<file path="config.mk">
export PLATFORM = sky130hd
export DESIGN_NAME = hba_arbiter
export DESIGN_NICKNAME = d
export VERILOG_FILES = /design/src/rtl/hba_arb_pkg.sv /design/src/rtl/hba_rr_pick.sv /design/src/rtl/hba_arbiter.sv
export SDC_FILE = /design/constraint.sdc
export NUM_CORES = 1
export LEC_CHECK = 0
export CORE_AREA = 10 10 47 49
export DETAILED_ROUTE_END_ITERATION = 10
export DIE_AREA = 0 0 57 59
export SLEW_MARGIN = 20
export SYNTH_ARGS = -nofsm -noshare
export SYNTH_HDL_FRONTEND = slang
export SYNTH_SLANG_ARGS = --single-unit
</file>
<file path="constraint.sdc">
create_clock -name hba_clk -period 1 [get_ports hba_clk]
set_input_delay 0.2 -clock hba_clk [delete_from_list [all_inputs] [get_ports hba_clk]]
set_output_delay 0.2 -clock hba_clk [all_outputs]
set_load 0.02 [all_outputs]
</file>
<file path="src/rtl/hba_arb_pkg.sv">
// Shared constants and state encoding for the HBA bus arbiter.
package hba_arb_pkg;

  typedef enum logic {
    ARB_IDLE  = 1'b0,
    ARB_GRANT = 1'b1
  } arb_state_e;

  localparam int unsigned MAX_MASTERS      = 8;
  localparam int unsigned DEFAULT_MAX_HOLD = 255;

endpackage

</file>
<file path="src/rtl/hba_rr_pick.sv">
// Combinational rotate-priority picker: first set request at or above the
// pointer, wrapping modulo N.
module hba_rr_pick #(
  parameter int unsigned N  = 2,
  parameter int unsigned IW = 1
) (
  input  logic [N-1:0]  i_req,
  input  logic [IW-1:0] i_ptr,
  output logic [N-1:0]  o_onehot,
  output logic [IW-1:0] o_idx,
  output logic          o_any
);

  always_comb begin
    int unsigned j;
    j        = 0;
    o_onehot = '0;
    o_idx    = '0;
    o_any    = 1'b0;
    for (int unsigned k = 0; k < N; k++) begin
      j = (32'(i_ptr) + k) % N;
      if (!o_any && i_req[j]) begin
        o_any       = 1'b1;
        o_onehot[j] = 1'b1;
        o_idx       = IW'(j);
      end
    end
  end

endmodule

</file>
<file path="src/rtl/hba_arbiter.sv">
// Round-robin HBA bus arbiter with registered one-hot grant and a forced
// one-cycle gap between owners. Define HBA_ARB_TIMEOUT_EN to bound tenure.
module hba_arbiter
  import hba_arb_pkg::*;
#(
  parameter int unsigned NUM_MASTERS = 2,
  parameter int unsigned ID_WIDTH    = 1,
  parameter int unsigned MAX_HOLD    = DEFAULT_MAX_HOLD
) (
  input  logic                   hba_clk,
  input  logic                   hba_reset,
  input  logic [NUM_MASTERS-1:0] hba_mreq,
  output logic [NUM_MASTERS-1:0] hba_mgrant,
  output logic                   hba_grant_valid,
  output logic [ID_WIDTH-1:0]    hba_grant_id,
  output logic                   hba_arb_timeout
);

  if (NUM_MASTERS < 2 || NUM_MASTERS > MAX_MASTERS || ID_WIDTH < $clog2(NUM_MASTERS) ||
      MAX_HOLD < 1) begin : g_bad_cfg
    $error("hba_arbiter: illegal parameter combination");
  end

  arb_state_e             r_state, w_state_d;
  logic [NUM_MASTERS-1:0] r_mgrant, w_mgrant_d;
  logic [ID_WIDTH-1:0]    r_grant_id, w_grant_id_d;
  logic                   r_valid, w_valid_d;
  logic [ID_WIDTH-1:0]    r_ptr, w_ptr_d;

  logic [NUM_MASTERS-1:0] w_elig;
  logic [NUM_MASTERS-1:0] w_win_onehot;
  logic [ID_WIDTH-1:0]    w_win_idx;
  logic                   w_win_any;
  logic [ID_WIDTH-1:0]    w_ptr_next;
  logic                   w_owner_req;

`ifdef HBA_ARB_TIMEOUT_EN
  localparam int unsigned HoldW = (MAX_HOLD < 2) ? 1 : $clog2(MAX_HOLD);
  logic [HoldW-1:0]       r_hold, w_hold_d;
  logic [NUM_MASTERS-1:0] r_mask, w_mask_d;
  logic                   r_timeout, w_timeout_d;

  assign w_elig          = hba_mreq & ~r_mask;
  assign hba_arb_timeout = r_timeout;
`else
  assign w_elig          = hba_mreq;
  assign hba_arb_timeout = 1'b0;
`endif

  hba_rr_pick #(
    .N  (NUM_MASTERS),
    .IW (ID_WIDTH)
  ) u_pick (
    .i_req    (w_elig),
    .i_ptr    (r_ptr),
    .o_onehot (w_win_onehot),
    .o_idx    (w_win_idx),
    .o_any    (w_win_any)
  );

  assign w_ptr_next  = ID_WIDTH'((32'(w_win_idx) + 1) % NUM_MASTERS);
  assign w_owner_req = |(hba_mreq & r_mgrant);

  always_comb begin
    w_state_d    = r_state;
    w_mgrant_d   = r_mgrant;
    w_grant_id_d = r_grant_id;
    w_valid_d    = r_valid;
    w_ptr_d      = r_ptr;
`ifdef HBA_ARB_TIMEOUT_EN
    w_hold_d     = r_hold;
    w_timeout_d  = 1'b0;
    // A blocked master stays blocked until it is seen idle once.
    w_mask_d     = r_mask & hba_mreq;
`endif
    unique case (r_state)
      ARB_IDLE: begin
        if (w_win_any) begin
          w_state_d    = ARB_GRANT;
          w_mgrant_d   = w_win_onehot;
          w_grant_id_d = w_win_idx;
          w_valid_d    = 1'b1;
          w_ptr_d      = w_ptr_next;
`ifdef HBA_ARB_TIMEOUT_EN
          w_hold_d     = '0;
`endif
        end
      end
      ARB_GRANT: begin
        if (!w_owner_req) begin
          w_state_d    = ARB_IDLE;
          w_mgrant_d   = '0;
          w_grant_id_d = '0;
          w_valid_d    = 1'b0;
`ifdef HBA_ARB_TIMEOUT_EN
        end else if (32'(r_hold) == MAX_HOLD - 1) begin
          // r_hold counts completed grant cycles, so this revoke lands after MAX_HOLD.
          w_state_d    = ARB_IDLE;
          w_mgrant_d   = '0;
          w_grant_id_d = '0;
          w_valid_d    = 1'b0;
          w_timeout_d  = 1'b1;
          w_mask_d     = w_mask_d | r_mgrant;
        end else begin
          w_hold_d     = r_hold + 1'b1;
`endif
        end
      end
      default: w_state_d = ARB_IDLE;
    endcase
  end

  always_ff @(posedge hba_clk) begin
    if (hba_reset) begin
      r_state    <= ARB_IDLE;
      r_mgrant   <= '0;
      r_grant_id <= '0;
      r_valid    <= 1'b0;
      r_ptr      <= '0;
`ifdef HBA_ARB_TIMEOUT_EN
      r_hold     <= '0;
      r_mask     <= '0;
      r_timeout  <= 1'b0;
`endif
    end else begin
      r_state    <= w_state_d;
      r_mgrant   <= w_mgrant_d;
      r_grant_id <= w_grant_id_d;
      r_valid    <= w_valid_d;
      r_ptr      <= w_ptr_d;
`ifdef HBA_ARB_TIMEOUT_EN
      r_hold     <= w_hold_d;
      r_mask     <= w_mask_d;
      r_timeout  <= w_timeout_d;
`endif
    end
  end

  assign hba_mgrant      = r_mgrant;
  assign hba_grant_valid = r_valid;
  assign hba_grant_id    = r_grant_id;

endmodule

</file>
[After elaboration in Yosys (flattened, before gate mapping)]
Index checks and enable logic that the tools add are counted.
Word-level totals
  memory bits (read-only): 0
  memories: 0
  input bits: 4
  output and inout port bits: 5
  latch bits: 0
  bits in writable memories: 0
  register bits: 6
  logic and storage cells: 48
Cells by class
  bitwise gates (word level): 3
  magnitude comparators: 4
  shifts and indexed selects: 0
  equal/unequal tests: 2
  multiply operators: 0
  divide/modulo/power cells: 0
  reductions and logical operators: 7
  add/subtract/negate cells: 2
  muxes and demuxes: 25
Operators by type and width (number)
  $mux W1: 15
  $mux W2: 4
  $pmux W1 S2: 3
  $lt A1 B2 Y1 const B: 2
  $pmux W2 S2: 1
  $reduce_and A2 Y1: 2
  $logic_and A1 B1 Y1: 3
  $add A1 B1 Y1 const B: 2
  $and A2 B2 Y2: 1
  $demux W1 S1: 2
  $ge A1 B1 Y1 const B: 2
  $ne A2 B1 Y1 const B: 1
  $ne A2 B2 Y1 const B: 1
  $or A2 B2 Y2: 1
  $reduce_or A2 Y1: 1
  $logic_not A1 Y1: 1
  $not A1 Y1: 1

[Depth between registers and ports, before layout]
  depth in word-level cells: 9
  mapped depth: 4
  gate-level depth less buffers: 3

[Modules after synthesis]
Synthesis repeated with hierarchy kept, for this count alone.
Unflattened totals
  cell total of the unflattened synthesis: 29
  area, all modules: 274.0 um^2
Modules (own cells, without submodules)
  hba_arbiter: area each 241.5 um^2, sequential area each 120.1 um^2, times used 1, cells each 24
  hba_rr_pick: area each 32.5 um^2, sequential area each 0.0 um^2, times used 1, cells each 5

[Worst setup path after synthesis]
No wires, ideal clock.
  path kind: reg-to-reg
  from: register r_mgrant[1] (netlist: hba_mgrant[1])
  to: register r_grant_id (netlist: hba_grant_id)
  buffers on the path: 0
  required time: 930 ps
  cell stages (with the launch flop): 4
  data arrival time: 870 ps
  library setup time: 70 ps
  path slack: 60 ps
  clock period less this slack: 940 ps
  cells stage by stage: dfxtp_1 > a22o_1 > nand3_1 > a21oi_1
Between the ends
  word-level cells in the longest chain between the ends: 4
Ends and longest elaborated chain
  start: declaration: RTL line hba_arbiter.sv:25  | logic [NUM_MASTERS-1:0] r_mgrant, w_mgrant_d;
  start signal: assignment: RTL line hba_arbiter.sv:127  | r_mgrant <= w_mgrant_d;
  $and A2 B2 Y2: RTL line hba_arbiter.sv:62  | assign w_owner_req = |(hba_mreq & r_mgrant);
  $reduce_or A2 Y1: RTL line hba_arbiter.sv:62
  $ne A2 B2 Y1 (no source line)
  $reduce_and A2 Y1 (no source line)
  end signal: assignment: RTL line hba_arbiter.sv:128  | r_grant_id <= w_grant_id_d;
  end: declaration: RTL line hba_arbiter.sv:26  | logic [ID_WIDTH-1:0] r_grant_id, w_grant_id_d;
Every way passes these cells.
A chain may end at the register's enable or synchronous reset.

[Worst setup path in the final report]
  from: register r_mgrant[0] (netlist: hba_mgrant[0])
  to: register r_mgrant[1] (netlist: hba_mgrant[1])
Between the ends
  word-level cells in the longest chain between the ends: 4
Ends and longest elaborated chain (RTL line)
  $and A2 B2 Y2: hba_arbiter.sv:62
  $reduce_or A2 Y1: hba_arbiter.sv:62
  $ne A2 B2 Y1 (no source line)
  $reduce_and A2 Y1 (no source line)
Every way passes these cells.

==> reports/results.tsv <==
metric	value	unit
Worst Reg-to-Reg Cells	4	
Final setup viols	0	
Total Power	0.681	mW
r2r startpoint	hba_mgrant[0]	
Fmax	1.06	GHz
nets@finish	61	
library cells used by synthesis	18	
Setup Fix Bufs, Post-CTS	0	
leakage	0.208	nW
largest net degree at the start of global routing	7	
post-DP HPWL	601	um
Seq/Total Area, Yosys	0.384	
DRC	0	
Data required, critical path	1.14	ns
ant diodes	0	
Worst-path clk slew	0.05	ns
syn_nets	41	
ratio of cells with drive above 1 in the final layout	0.418	
Yosys reg bits	6	
RSZ-0062 raised after global routing	no	
fin area	478	um^2
die height	59	um
CTS buffer count	3	
starting DRC count in detailed routing	3	
Worst Skew	0.00991	ns
routability cong.	0.875	
sequential share of power	0.407	
via/cell ratio	4.72	
Hold-fix buffers, CTS	0	
Max Cap Viol	0	
clock share of power	0.348	
Root Buffer	clkbuf_4	
Overall Global Routing Usage	0.0596	
max incr delay on CP	0.32	ns
Synth Warn #	0	
fillers	152	
area grow syn2layout	52.8	%
Placement Rows	14	
Placed Instance Area	463	um^2
critical path arrival	1.09	ns
antenna-violating nets left	0	
mean post-synth cell area	8.45	um^2
outcome	completed	
combinational power share	0.246	
crit share post-route	0.946	
R2R setup slack	0.05	ns
vias in the first global route	347	
final wirelength	869	um
Seq. cell area	125	um^2
worst-path cell chain	buf_4 -> and2_4 -> o211ai_1 -> a21oi_1	
Internal	0.481	mW
final slew viol count	0	
CTS tree	done	
via count	335	
fin crit period	0.946	ns
hold depth	1	
critical path endpoint category	register	
final hold vios	0	
Core Region	0.00140	mm^2
Sw Share	0.293	
CTS HTree Levels	1	
HP Class	register to register	
pwr dens	1430	mW/mm^2
Final WS setup	0.0538	ns
Switch Pwr	0.200	mW
first-pass GRT wire length	1.50	mm
Synth Instances	37	
initial core utilization	0.223	
DR pass1 iterations	4	
hold_sp	r_ptr	
clock sink total	6	
initial antenna violation count	0	
die area	0.00336	mm^2
GRT overflow	0	
Multi-input gate area	180	um^2
Setup crit start kind	register	
worst-skew pair later-pin latency	0.26	ns
Setup CP Type	register to register	
CTS max path bufs	2	
Worst Hold End	r_ptr	
Worst Path Max Fanout	4	
Peak VDD IR	0.000788	V
FF-to-FF End	hba_mgrant[1]	
I/O Buffers	7	
I/O pins	9	
Die W	57	um
worst slack, placed	-0.298	ns
Slowest-stage cell, CP	dfxtp_2	
post-detailed-route wirelength per cell	12.2	um
Post-Syn Area	313	um^2
how the worst max path moves through the flow:
stage                        startpoint               to
after global routing            r_state    hba_mgrant[1]
final                     hba_mgrant[0]    hba_mgrant[1]
after global placement      hba_mreq[1]  hba_grant_valid
after CTS                 hba_mgrant[0]    hba_mgrant[1]
after floorplan           hba_mgrant[1]     hba_grant_id
after detailed placement    hba_mreq[0]    hba_mgrant[1]
per-layer routing:
metal  up-vias  part of all wire  global-route usage
met1       142              0.43              0.0629
met2        18              0.42              0.0806
met4         0             0.029              0.0403
li1        170                 -                   -
met3         5              0.12              0.0451
met5         -                 0                   0
cell families (layout without fill, tap and decap cells):
logic type             Yosys count  after routing  share of synthesized area
and+or+nand+nor                 12             12                      0.248
buffers and inverters            3             21                     0.0600
AOI/OAI and AO/OA               15             15                      0.296
other                            1              1                     0.0120
DFF                              6              6                      0.384
cell usage in the layout (no fill, tap or decap), types with 2 or more instances in the layout:
| cell type | instances |
|---|---|
| buf_4 | 9 |
| a21oi_1 | 6 |
| dfxtp_1 | 4 |
| buf_2 | 4 |
| nor2_1 | 3 |
| clkbuf_4 | 3 |
| nand2b_1 | 2 |
| o211ai_1 | 2 |
| nand3_1 | 2 |
| a211oi_1 | 2 |
| o21ai_0 | 2 |
| dlygate4sd2_1 | 2 |
layout make-up:
| type | count | area share |
|---|---|---|
| multi-input combinational | 28 | 0.377 |
| timing repair buffer | 17 | 0.264 |
| sequential | 6 | 0.262 |
| clock buffer | 3 | 0.0471 |
| tap | 16 | 0.0419 |
| inverter | 1 | 0.00785 |
synth_stat cells:
cell type,number,area (um^2)
a22o_1,1,8.76
a21oi_1,6,30.0
nor2b_1,1,6.26
conb_1,1,3.75
inv_1,1,3.75
a311oi_1,1,8.76
nor3b_1,1,7.51
nand2b_1,2,12.5
buf_4,2,15.0
dfxtp_1,6,120
nor2_1,3,11.3
nand3_1,2,10.0
o21ai_0,3,15.0
nor2b_4,1,13.8
o211ai_1,2,15.0
a211oi_1,2,15.0
nor2b_2,1,8.76
and2_2,1,7.51
power by group through the flow:
stage / clock (mW) / sequential (mW) / combinational (mW)
finish: 0.237 / 0.277 / 0.167
global route: 0.260 / 0.280 / 0.186
CTS: 0.244 / 0.277 / 0.163
detailed placement: 0 / 0.281 / 0.174
global placement: 0 / 0.282 / 0.176
floorplan: 0 / 0.293 / 0.0720
registers in the layout (all words and copies together), names as in the netlist:
| register | flops |
|---|---|
| hba_mgrant | 2 |
| hba_grant_id | 1 |
| hba_grant_valid | 1 |
| r_ptr | 1 |
| r_state | 1 |
metrics by stage:
stage | utilization | hold slack [ns] | TNS [ns] | std cells
2_1_floorplan | - | 0.269 | 0 | 37
3_3_place_gp | 0.330 | 0.500 | -2.09 | 68
3_5_place_dp | 0.330 | 0.486 | -2.09 | 68
4_1_cts | 0.334 | 0.494 | 0 | 71
5_1_grt | 0.341 | 0.515 | 0 | 71
6_report | 0.341 | 0.500 | 0 | 71
critical path, delay by kind of cell, from the launching register on:
| family | cells | cell delay [ns] |
|---|---|---|
| DFF | 1 | 0.32 |
| and+or+nand+nor | 1 | 0.13 |
| buffers and inverters | 1 | 0.14 |
| AOI/OAI and AO/OA | 2 | 0.24 |
what timing repair did:
action | CTS | global route
gates cloned | 0 | 0
pin swaps | 0 | 2
endpoints found under the setup margin | 9 | 2
gates resized for setup | 20 | 5
No activity file was read; power rests on OpenSTA's default activity.
